===== src/rtl/mux_4_arbiter_if.sv =====
// rtl/mux_4_arbiter_if.sv - request/grant and shared data channel bundle for mux_4_arbiter
interface mux_4_arbiter_if;
  logic [3:0] req;
  logic       in0;
  logic       in1;
  logic       in2;
  logic       in3;
  logic [3:0] gnt;
  logic [1:0] sel;
  logic       valid;
  logic       out;
  logic       timeout;

  modport master (
    output req, in0, in1, in2, in3,
    input  gnt, sel, valid, out, timeout
  );

  modport slave (
    input  req, in0, in1, in2, in3,
    output gnt, sel, valid, out, timeout
  );
endinterface


===== src/rtl/mux_4_arbiter.sv =====
// rtl/mux_4_arbiter.sv - four-requester round-robin arbiter driving a shared 1-bit channel
// Forced release after MAX_HOLD grant cycles is built in when MUX_ARB_TIMEOUT_EN is defined.
module mux_4_arbiter #(
  parameter int MAX_HOLD = 8
) (
  input  logic           clk,
  input  logic           reset,
  mux_4_arbiter_if.slave bus
);
  typedef enum logic {IDLE, GRANT} state_t;

  localparam logic [7:0] HOLD_LAST = 8'(MAX_HOLD - 1);

  state_t     state_q, state_d;
  logic [3:0] gnt_q, gnt_d;
  logic [1:0] sel_q, sel_d;
  logic [1:0] last_q, last_d;
  logic       valid_q, valid_d;
  logic       timeout_q, timeout_d;
  logic [7:0] hold_q, hold_d;
  logic [3:0] din;
  logic [1:0] cand;
  logic [1:0] winner;
  logic       win_any;

  // Search starts one past the last winner so the previous owner is tried last.
  always_comb begin
    cand    = last_q;
    winner  = last_q;
    win_any = 1'b0;
    for (int i = 1; i <= 4; i++) begin
      cand = last_q + 2'(i);
      if (!win_any && bus.req[cand]) begin
        winner  = cand;
        win_any = 1'b1;
      end
    end
  end

  always_comb begin
    state_d   = state_q;
    gnt_d     = gnt_q;
    sel_d     = sel_q;
    valid_d   = valid_q;
    last_d    = last_q;
    hold_d    = hold_q;
    timeout_d = 1'b0;
    case (state_q)
      IDLE: begin
        gnt_d   = '0;
        valid_d = 1'b0;
        if (win_any) begin
          state_d = GRANT;
          gnt_d   = 4'b0001 << winner;
          sel_d   = winner;
          valid_d = 1'b1;
          last_d  = winner;
          hold_d  = '0;
        end
      end
      GRANT: begin
        if (!bus.req[sel_q]) begin
          state_d = IDLE;
          gnt_d   = '0;
          valid_d = 1'b0;
        end
`ifdef MUX_ARB_TIMEOUT_EN
        else if (hold_q == HOLD_LAST) begin
          state_d   = IDLE;
          gnt_d     = '0;
          valid_d   = 1'b0;
          timeout_d = 1'b1;
        end
`endif
        else if (hold_q != 8'hff) begin
          hold_d = hold_q + 8'd1;
        end
      end
      default: begin
        state_d = IDLE;
        gnt_d   = '0;
        valid_d = 1'b0;
      end
    endcase
  end

  always_ff @(posedge clk) begin
    if (reset) begin
      state_q   <= IDLE;
      gnt_q     <= '0;
      sel_q     <= '0;
      valid_q   <= 1'b0;
      timeout_q <= 1'b0;
      hold_q    <= '0;
      last_q    <= 2'd3;
    end else begin
      state_q   <= state_d;
      gnt_q     <= gnt_d;
      sel_q     <= sel_d;
      valid_q   <= valid_d;
      timeout_q <= timeout_d;
      hold_q    <= hold_d;
      last_q    <= last_d;
    end
  end

`ifndef MUX_ARB_TIMEOUT_EN
  logic unused_hold_last;
  assign unused_hold_last = ^HOLD_LAST;
`endif

  assign din         = {bus.in3, bus.in2, bus.in1, bus.in0};
  assign bus.gnt     = gnt_q;
  assign bus.sel     = sel_q;
  assign bus.valid   = valid_q;
  assign bus.timeout = timeout_q;
  assign bus.out     = valid_q & din[sel_q];
endmodule


===== src/flat_wrapper.sv =====
// flat-port wrapper written by rule: the top's interface ports become plain ports
module mux_4_arbiter_flat 
#(
  parameter int MAX_HOLD = 8
)
  (clk, reset, bus_req, bus_in0, bus_in1, bus_in2, bus_in3, bus_gnt, bus_sel, bus_valid, bus_out, bus_timeout);
  mux_4_arbiter_if bus_i ();
  input  logic clk;
  input  logic reset;
  input wire logic [$bits(bus_i.req)-1:0] bus_req;
  input wire logic [$bits(bus_i.in0)-1:0] bus_in0;
  input wire logic [$bits(bus_i.in1)-1:0] bus_in1;
  input wire logic [$bits(bus_i.in2)-1:0] bus_in2;
  input wire logic [$bits(bus_i.in3)-1:0] bus_in3;
  output wire logic [$bits(bus_i.gnt)-1:0] bus_gnt;
  output wire logic [$bits(bus_i.sel)-1:0] bus_sel;
  output wire logic [$bits(bus_i.valid)-1:0] bus_valid;
  output wire logic [$bits(bus_i.out)-1:0] bus_out;
  output wire logic [$bits(bus_i.timeout)-1:0] bus_timeout;
  assign bus_i.req = bus_req;
  assign bus_i.in0 = bus_in0;
  assign bus_i.in1 = bus_in1;
  assign bus_i.in2 = bus_in2;
  assign bus_i.in3 = bus_in3;
  assign bus_gnt = bus_i.gnt;
  assign bus_sel = bus_i.sel;
  assign bus_valid = bus_i.valid;
  assign bus_out = bus_i.out;
  assign bus_timeout = bus_i.timeout;
  mux_4_arbiter #(.MAX_HOLD(MAX_HOLD)) u_core (.clk(clk), .reset(reset), .bus(bus_i));
endmodule

===== config.mk =====
export PLATFORM = sky130hd
export DESIGN_NAME = mux_4_arbiter_flat
export DESIGN_NICKNAME = d
export VERILOG_FILES = /design/src/rtl/mux_4_arbiter_if.sv /design/src/rtl/mux_4_arbiter.sv /design/src/flat_wrapper.sv
export SDC_FILE = /design/constraint.sdc
export NUM_CORES = 1
export LEC_CHECK = 0
export ABC_AREA = 1
export CORE_MARGIN = 3
export CORE_UTILIZATION = 40
export CTS_CLUSTER_DIAMETER = 100
export DETAILED_ROUTE_END_ITERATION = 8
export PLACE_DENSITY = 0.67
export SKIP_LAST_GASP = 1
export SYNTH_ARGS = -nofsm -noshare
export SYNTH_HDL_FRONTEND = slang
export SYNTH_SLANG_ARGS = --single-unit

===== constraint.sdc =====
create_clock -name clk -period 3.8 [get_ports clk]
set_input_delay 0.76 -clock clk [delete_from_list [all_inputs] [get_ports clk]]
set_output_delay 0.76 -clock clk [all_outputs]
set_load 0.03 [all_outputs]

After elaboration in Yosys (flattened, before gate mapping)
Cells that the tools add are included.
- flip-flop bits (word level): 10
- logic and storage cells: 52
- input bits: 10
- output and inout port bits: 9
- $add $sub $neg: 3
- reductions and logical operators: 7
- equal/unequal tests: 1
- shifts and indexed selects: 1
- multiplexer cells: 28
- $lt $le $gt $ge: 5
- bitwise operators: 2
- operators by type and width (kind ; number):
    2-bit by 3-bit less-than comparator with 1-bit output (second input constant) ; 5
    1-bit 2-to-1 mux ; 13
    1-bit binary-select mux with 2-bit select ; 6
    2-bit 2-to-1 mux ; 4
    4-bit 2-to-1 mux ; 2
    4-bit case mux with 2 select lines ; 1
    2-bit adder (second input constant) ; 2
    1-bit case mux with 2 select lines ; 2
    1-bit by 2-bit left shift with 4-bit output (first input constant) ; 1
    1-bit logical AND ; 3
    1-bit logical NOT ; 3
    2-bit by 1-bit adder with 2-bit output (second input constant) ; 1
    2-bit inequality test (second input constant) ; 1
    2-bit AND reduction ; 1
    1-bit AND ; 1
    1-bit inverter ; 1

Logic depth before layout (Yosys ltp)
- depth after elaboration: 16
- gate-level depth with buffers: 13
- depth with buffers taken out: 12

Least setup slack after synthesis
OpenSTA, ideal clock, no wires.
- path type: input port to output port
- from: input bus_in0
- to: output bus_out
- data arrival time: 1662 ps
- required time: 3040 ps
- cell stages on the path: 4
- slack: 1378 ps
- path through: nor2_1 -> nor2_1 -> o21ai_0 -> a21boi_0
- cells in the longest elaborated chain, start to end: 3
- ends and longest elaborated chain (element ; RTL line ; source):
    start: declaration ; flat_wrapper.sv:11 ; input wire logic [$bits(bus_i.in0)-1:0] bus_in0;
    1-bit binary-select mux with 2-bit select ; mux_4_arbiter.sv:117 ; assign bus.out = valid_q & din[sel_q];
    1-bit 2-to-1 mux (implied by the code) ; mux_4_arbiter.sv:117 ;
    1-bit AND ; mux_4_arbiter.sv:117 ;
    end: declaration ; flat_wrapper.sv:18 ; output wire logic [$bits(bus_i.out)-1:0] bus_out;
Every way passes these cells. The select of a mux whose other input is x is not followed.

Worst setup path after layout
Same ends and word-level chain as after synthesis.

==> results.py <==
metrics = {
    "finish": {
        "drive_gt1_frac": 0.151,
        "final_cell_count_no_fill": 164,
        "final_area_um2": 962,
        "nFillCells": 182,
        "diodes": 0,
        "fin_nets": 150,
        "area_delta_synth_final_pct": 28.6,
    },
    "pwr": {
        "ir_drop_uv": 425,
        "p_sw_w": 0.000472,
        "power_w": 0.000900,
        "power.internal_w": 0.000428,
        "leakage_nw": 0.456,
        "netSwitchingFraction": 0.524,
        "p_comb_frac": 0.673,
        "p_seq_frac": 0.222,
        "power_density_nw_per_um2": 935,
        "p_clk_frac": 0.105,
    },
    "floorplanning": {
        "die_x_um": 49.3,
        "die_area_um2": 2430,
        "pin_count": 19,
        "fp.coreArea_um2": 1750,
        "rows": 15,
        "die_y_um": 49.3,
        "start_util": 0.429,
    },
    "placement": {
        "io_buffers": 17,
        "dpl.cell_count": 160,
        "dpl.hpwl_mm": 1.35,
        "place.gp.congestion": 0.803,
        "placed_cell_area_um2": 926,
    },
    "cts": {
        "cts_tree": "done",
        "clock-sinks": 10,
        "post-cts-setup-buffers": 0,
        "ctsHoldBuffers": 0,
        "clk_latency_ns": 0.26,
        "clk_pin_slew_worst_paths_ns": 0.07,
        "h-tree-depth": 1,
        "clk_path_buf_depth": 2,
        "cts_made_buffers": 3,
        "clock-root-buffer": "clkbuf_4",
        "postCtsResizedCells": 0,
    },
    "synthesis": {
        "netlist_instances": 121,
        "netlist_area_um2": 748,
        "yosysWarnings": 0,
        "synth_fp_nets": 131,
        "ys_ff_latch": 10,
        "yosysSeqAreaShare": 0.268,
        "avgSynthCellArea_um2": 6.18,
        "ys_types": 24,
    },
    "drt": {
        "totalWireLength_mm": 1.64,
        "drtIter0Drc": 14,
        "postRouteAntennaNets": 0,
        "vias_per_cell": 4.82,
        "drcViolationCount": 0,
        "vias": 791,
        "dr.pass1.iters": 4,
        "wl_per_cell_um": 9.97,
    },
    "worst_setup_path": {
        "end_kind": "output port",
        "crit_path_max_fanout": 1,
        "path_cells": "clkdlybuf4s50_1, nor2_1, nor2_1, o21ai_0, a21boi_0, clkdlybuf4s50_1",
        "regToRegSetupSlack_ns": 2.04,
        "start_kind": "primary input",
        "worstSetupPathType": "in2out",
        "worstPathRequired_ns": 3.04,
        "slowest_delay_ns": 0.69,
        "crit_family": "buffers and inverters",
        "r2r_end": "u_core.bus.gnt[2]",
        "r2r_start": "u_core.last_q[0]",
        "rr_worst_depth": 10,
        "crit_slowest_cell": "clkdlybuf4s50_1",
        "path_buf_inv": 2,
        "arrival_ns": 2.28,
    },
    "timing": {
        "max_freq_mhz": 329,
        "hold_viol": 0,
        "grt_setup_unrepaired": "no",
        "drv_slew": 0,
        "final.min_clock_period_ns": 3.04,
        "skew_ns": 0.000559,
        "min_period_over_period": 0.800,
        "finalSetupViolCount": 0,
        "setup-tns-final_ns": 0,
    },
    "global_route": {
        "gr-usage-all-layers": 0.142,
        "grt_pass1_wl_mm": 2.81,
        "antenna_found_initial": 0,
        "grt_pass1_vias": 686,
        "overflow": 0,
        "grt_max_degree": 11,
    },
    "min_path": {
        "hold_start": "u_core.bus.gnt[0]",
        "hold_class": "reg2reg",
        "hold-path-endpoint": "u_core.bus.gnt[0]",
        "min_path_cells": 2,
    },
    "outcome": {
        "status": "completed",
    },
    "job": {
        "max_cap_violations": 0,
    },
}
-- worst max-delay path by stage --
stage / from / endpoint / slack, ns / cells past startpoint
after floorplan: bus_in0 / bus_out / 1.38 / 4
after global placement: bus_in0 / bus_out / 0.79 / 6
after detailed placement: bus_in0 / bus_out / 0.76 / 6
after CTS: bus_in0 / bus_out / 0.74 / 6
after global routing: bus_in0 / bus_out / 0.66 / 6
final: bus_in0 / bus_out / 0.76 / 6
-- final cells by class --
type,count,area [µm²],share of cell area
Clock buffer,4,36.3,0.0377
Inverter,11,48.8,0.0507
Multi-Input combinational cell,97,475,0.494
Sequential cell,10,200,0.208
Tap cell,25,31.3,0.0325
Timing Repair Buffer,17,170,0.177
-- cells in the mapped netlist, drive strengths merged --
cell    number  area [µm²]
a21boi       1        7.51
a21oi        6        33.8
buf          3        23.8
conb         1        3.75
dfxtp       10         200
inv         11        48.8
nand2       56         248
nand3       11        72.6
nor2        11        48.8
o211ai       1        7.51
o21a         1        7.51
o21ai        8        40.0
o22ai        1        6.26
-- power groups by stage --
stage               combinational (W)  clock [W]  sequential (W)
floorplan                    0.000415          0        0.000248
global placement             0.000601          0        0.000201
detailed placement           0.000607          0        0.000203
CTS                          0.000611  0.0000980        0.000200
global route                 0.000670   0.000104        0.000208
finish                       0.000605  0.0000949        0.000200
-- per-layer routing --
| metal | vias to the layer above | GRT usage | share of wire |
|---|---|---|---|
| met5 | - | 0 | 0 |
| met3 | 2 | 0.0183 | 0.037 |
| li1 | 418 | - | - |
| met2 | 20 | 0.230 | 0.48 |
| met4 | 0 | 0.0427 | 0.0037 |
| met1 | 351 | 0.193 | 0.47 |
-- sequential cells by signal (all words and copies together), names as in the netlist --
signal            flops
u_core.state_q        1
u_core.bus.valid      1
u_core.last_q         2
u_core.bus.gnt        4
u_core.bus.sel        2
-- cells by family (layout without fill, tap and decap cells) --
logic type / Yosys count / after routing / synth area share
buffers and inverters: 14 / 32 / 0.0970
and+or+nand+nor: 78 / 78 / 0.493
AOI/OAI and AO/OA: 18 / 18 / 0.137
other: 1 / 1 / 0.00501
DFF: 10 / 10 / 0.268
-- per-stage QoR --
stage / utilization / hold slack [ns] / setup slack, ns
2_1_floorplan: - / 0.486 / 1.38
3_3_place_gp: 0.530 / 0.455 / 0.789
3_5_place_dp: 0.530 / 0.462 / 0.761
4_1_cts: 0.551 / 0.473 / 0.742
5_1_grt: 0.551 / 0.499 / 0.662
6_report: 0.551 / 0.466 / 0.758
-- tightest hold or removal path, delay by kind of cell (launching register included) --
family	cells	cell delay, ns
compound gates	1	0.05
flops	1	0.31
simple gates	1	0.06
-- placed cells by master, fill, tap and decap left out, drive strengths merged --
cell and instances:
a21boi 1, a21oi 6, clkbuf 4, clkdlybuf4s50 17
conb 1, dfxtp 10, inv 11, nand2 56
nand3 11, nor2 11, o211ai 1, o21a 1
o21ai 8, o22ai 1
No activity file was read; power rests on OpenSTA's default activity.
